File: src/rtl/t5_ifb.sv
// Two-entry fetch-to-decode instruction buffer with per-hart flush kill.
// Optional macro T5_IFB_BYPASS_EN lets an empty buffer pass the fetch word straight to decode.
module t5_ifb #(
  parameter int XLEN = 32
) (
  input  logic            clk,
  input  logic            rst,
  input  logic            ena,
  input  logic [XLEN-1:0] pc,
  input  logic [XLEN-1:0] idat,
  input  logic            ird,
  input  logic            flush,
  input  logic [1:0]      fhart,
  output logic [XLEN-1:0] ir,
  output logic [XLEN-1:0] irpc,
  output logic            ival,
  output logic [XLEN-3:0] npc,
  output logic            istl
);

  typedef struct packed {
    logic [XLEN-1:0] pc;
    logic [XLEN-1:0] dat;
    logic            kill;
  } ent_t;

  ent_t       ent_q [2];
  ent_t       ent_d [2];
  ent_t       fl    [2];
  ent_t       nw;
  logic [1:0] cnt_q, cnt_d, wr;
  logic       istl_q, istl_d;
  logic       in_kill, ival_st, hkill;
  logic       push, pop, store, byp;

  always_comb begin
    in_kill = flush && (pc[1:0] == fhart);
    hkill   = (cnt_q != 2'd0) && ent_q[0].kill;
    ival_st = (cnt_q != 2'd0) && !ent_q[0].kill;
    push    = ena && !istl_q;
`ifdef T5_IFB_BYPASS_EN
    byp     = (cnt_q == 2'd0) && push && !in_kill;
`else
    byp     = 1'b0;
`endif
    pop     = (ival_st && ird) || hkill;
    store   = push && !(byp && ird);
    nw      = '{pc: pc, dat: idat, kill: in_kill};
    for (int i = 0; i < 2; i++) begin
      fl[i]      = ent_q[i];
      fl[i].kill = ent_q[i].kill ||
                   (flush && (ent_q[i].pc[1:0] == fhart));
    end
    // pop shifts the queue down; the push lands behind what remains
    ent_d[0] = pop ? fl[1] : fl[0];
    ent_d[1] = fl[1];
    wr       = cnt_q - {1'b0, pop};
    if (store) ent_d[wr[0]] = nw;
    cnt_d    = wr + {1'b0, store};
    istl_d   = (cnt_d == 2'd2);
  end

  always_ff @(posedge clk or negedge rst) begin
    if (!rst) begin
      ent_q[0] <= '0;
      ent_q[1] <= '0;
      cnt_q    <= 2'd0;
      istl_q   <= 1'b0;
    end else begin
      ent_q[0] <= ent_d[0];
      ent_q[1] <= ent_d[1];
      cnt_q    <= cnt_d;
      istl_q   <= istl_d;
    end
  end

  assign ir   = byp ? idat : ent_q[0].dat;
  assign irpc = byp ? pc   : ent_q[0].pc;
  assign ival = ival_st || byp;
  assign istl = istl_q;
  assign npc  = pc[XLEN-1:2] + {{(XLEN-3){1'b0}}, 1'b1};

endmodule

File: config.mk
export PLATFORM = sky130hd
export DESIGN_NAME = t5_ifb
export DESIGN_NICKNAME = d
export VERILOG_FILES = /design/src/rtl/t5_ifb.sv
export SDC_FILE = /design/constraint.sdc
export NUM_CORES = 1
export LEC_CHECK = 0
export BUFFER_PORTS_ARGS = -buffer_cell sky130_fd_sc_hd__buf_2
export CAP_MARGIN = 20
export CELL_PAD_IN_SITES_DETAIL_PLACEMENT = 0
export CELL_PAD_IN_SITES_GLOBAL_PLACEMENT = 2
export CORE_MARGIN = 4
export CORE_UTILIZATION = 34
export DETAILED_ROUTE_END_ITERATION = 10
export PLACE_DENSITY = 0.76
export SYNTH_ARGS = -nofsm -noshare
export SYNTH_HDL_FRONTEND = slang
export SYNTH_SLANG_ARGS = --single-unit
File: constraint.sdc
create_clock -name clk -period 2.6 [get_ports clk]
set_input_delay 0.39 -clock clk [delete_from_list [all_inputs] [get_ports clk]]
set_output_delay 0.39 -clock clk [all_outputs]
set_load 0.02 [all_outputs]
==> results.toml <==
[clocking]
root_buffer = "clkbuf_16"
cts.clk_slew.worst_paths_ns = 0.06
cts_tree = "yes"
clockBufferDepth = 2
cts_setup_buffers = 0
cts.htree.levels = 4
clk_latency_ns = 0.41
numCtsBuffers = 17
clock-sinks = 133

[run]
cap_violations = 0

[placed_design]
globalplace.congestion = 0.790
place_ws_ns = 0.360
port_buffers = 166
hpwl_mm = 10.7

[route]
finalWirelength_mm = 15.5
vias = 4550
route.detailed.drc = 0
detail-route-antenna-nets = 0
first_pass_iters = 4
wire_per_inst_um = 16.0
vias_per_cell = 4.72
drtIter0Drc = 162

[sta]
hold_slack_ns = 0.196
final-max-slew-violation-count = 0
setup_viol = 0
worst_pin_slew_ns = 0.689
timing.final.ws_setup_ns = 0.348
layout_min_cycle_time_ns = 2.25
period_share = 0.866
rsz0062_at_grt = "false"
clock.fmax_ghz = 0.444
relSlewSlack = 0.541
hold_viol_final = 0
worst_clock_skew_ns = 0.00847
tns_ns = 0

[cells_and_area]
drive_gt1_frac = 0.396
syn_to_final_growth_pct = 19.8
mostFrequentLayoutCell = "buf_2"
nets = 766
num_antenna_cells = 0
mostFrequentLayoutCells = "buf_2 (165), dfrtp_1 (133), nand2_1 (75)"

[synthesis]
yosysSeqAreaShare = 0.502
netlist_area_um2 = 6640
synth.distinct_cells = 31
syn_avg_cell_area_um2 = 11.2
synth-seq-cells = 133
syn_inst = 590
synthesis.nets = 664
yosys_warnings = 0

[global_route]
grt_max_degree = 67
grt_pass1_vias = 4943
global_route.overflow_total = 0
antenna_found_initial = 1
grt_pass1_wl_mm = 25.8
grt_usage = 0.148

[pwr]
pwr_density_cell_nw_per_um2 = 1380
fin_total_pwr_w = 0.0110
leakagePower_nw = 3.68
irDropWorstVdd_v = 0.000549

[worst_setup_path]
cp_num_buf_inv = 2
cp_top_family = "simple AND/OR/NAND/NOR gates"
critPathMaxStageDelay_ns = 0.40
r2r-end = "istl"
worst_path_max_delay_cell = "nor4_1"
reg2reg_from = "cnt_q[1]"
cp_max_fo = 6
ff2ff_path_depth = 8
crit_arrival_ns = 1.86
endpoint_kind = "output port"
required_ns = 2.21
startpoint_type = "primary input"
reg2reg_slack_ns = 0.41
path_cells = "buf_2, ha_1, nand3_1, nor4_1, nand3_1, xnor2_1, buf_2"
cp.depth = 7
critical_path_class = "in -> out"

[die]
rows = 50
fp.dieW_um = 148
fp.dieH_um = 148
ioPinCount = 167
floorplan.initialDensity = 0.350
die_area_um2 = 21800
coreArea_um2 = 19000

[status]
status = "completed"

[worst_hold_path]
hp-start = "idat[28]"
worstHoldEndpoint = "ir[28]"
holdCritPathClass = "in -> reg"
hold-path-cell-count = 3
==> tightest hold or removal path: stages <==
cell and delay (ns):
buf_2 0.08, nand2_1 0.04, o21ai_0 0.05
==> logic make-up (layout without fill, tap and decap cells) <==
kind of cell               Yosys count  after routing  share of synthesized area
and+or+nand+nor                    121            121                     0.0856
AOI/OAI and AO/OA                   69             69                     0.0539
buffers and inverters               99            214                     0.0990
muxes                              129            129                      0.207
xor gates and xnor gates            36             36                     0.0475
DFF                                133            133                      0.502
adders and majority gates            3              3                    0.00566
==> power breakdown <==
group | total [W] | internal [W] | switching (W) | leakage, nW
registers | 0.00377 | 0.00320 | 0.000575 | 1.58
clock network | 0.00248 | 0.00154 | 0.000938 | 0.297
logic | 0.00475 | 0.00213 | 0.00262 | 1.80
total | 0.0110 | 0.00687 | 0.00413 | 3.68
==> metrics by stage <==
| step | utilization | std cells | instance area [um^2] |
|---|---|---|---|
| after floorplan | - | 590 | 6640 |
| after global placement | 0.386 | 932 | 7320 |
| after detailed placement | 0.386 | 932 | 7320 |
| after CTS | 0.419 | 965 | 7950 |
| after global routing | 0.419 | 965 | 7950 |
| final | 0.419 | 965 | 7950 |
==> what timing repair did <==
| item | 4_1_cts | 5_1_grt |
|---|---|---|
| hold buffers | 1 | 0 |
| endpoints found under the hold margin | 55 | 0 |
| resized for setup | 0 | 0 |
==> worst max-delay path by stage <==
stage / from / end
floorplan: cnt_q[1] / flip-flop
global placement: pc[2] / npc[14]
detailed placement: pc[2] / npc[14]
CTS: pc[2] / npc[14]
global route: pc[2] / npc[14]
finish: pc[2] / npc[14]
==> synth_stat cells <==
master / number / area [um^2]
buf_2: 12 / 60.1
inv_1: 5 / 18.8
o21ai_0: 65 / 325
a31oi_1: 1 / 6.26
nor4_1: 2 / 12.5
nor3_1: 2 / 10.0
mux2_2: 64 / 721
and2_1: 3 / 18.8
nor4_4: 1 / 21.3
buf_4: 70 / 526
clkbuf_1: 11 / 41.3
and4_1: 1 / 8.76
mux2i_1: 65 / 651
xor2_1: 7 / 61.3
nand4b_1: 1 / 8.76
nand4_1: 9 / 56.3
nand2_1: 75 / 282
o22a_1: 1 / 8.76
nor3_4: 1 / 16.3
a311oi_1: 1 / 8.76
buf_6: 1 / 11.3
nor2_1: 7 / 26.3
dfrtp_1: 133 / 3330
a211o_1: 1 / 8.76
nand3_1: 12 / 60.1
nor2b_1: 2 / 12.5
nor2_2: 1 / 6.26
nand3_2: 1 / 10.0
xnor2_1: 29 / 254
ha_1: 3 / 37.5
and3_1: 3 / 18.8
==> cell type report <==
class	count	area, um^2
Multi-Input combinational cell	358	2670
Sequential cell	133	3330
Timing Repair Buffer	177	985
Tap cell	260	325
Inverter	5	18.8
Clock buffer	18	439
Clock inverter	14	176
Fill cell	1857	11000
==> metal layers <==
layer  GRT usage  up-vias  share of wire
li1            -     2159              -
met1       0.195     2247           0.47
met2       0.234      130           0.46
met3      0.0500       12          0.066
met4      0.0368        2         0.0083
met5           0        -        0.00045
(Power assumes the default switching activity.)
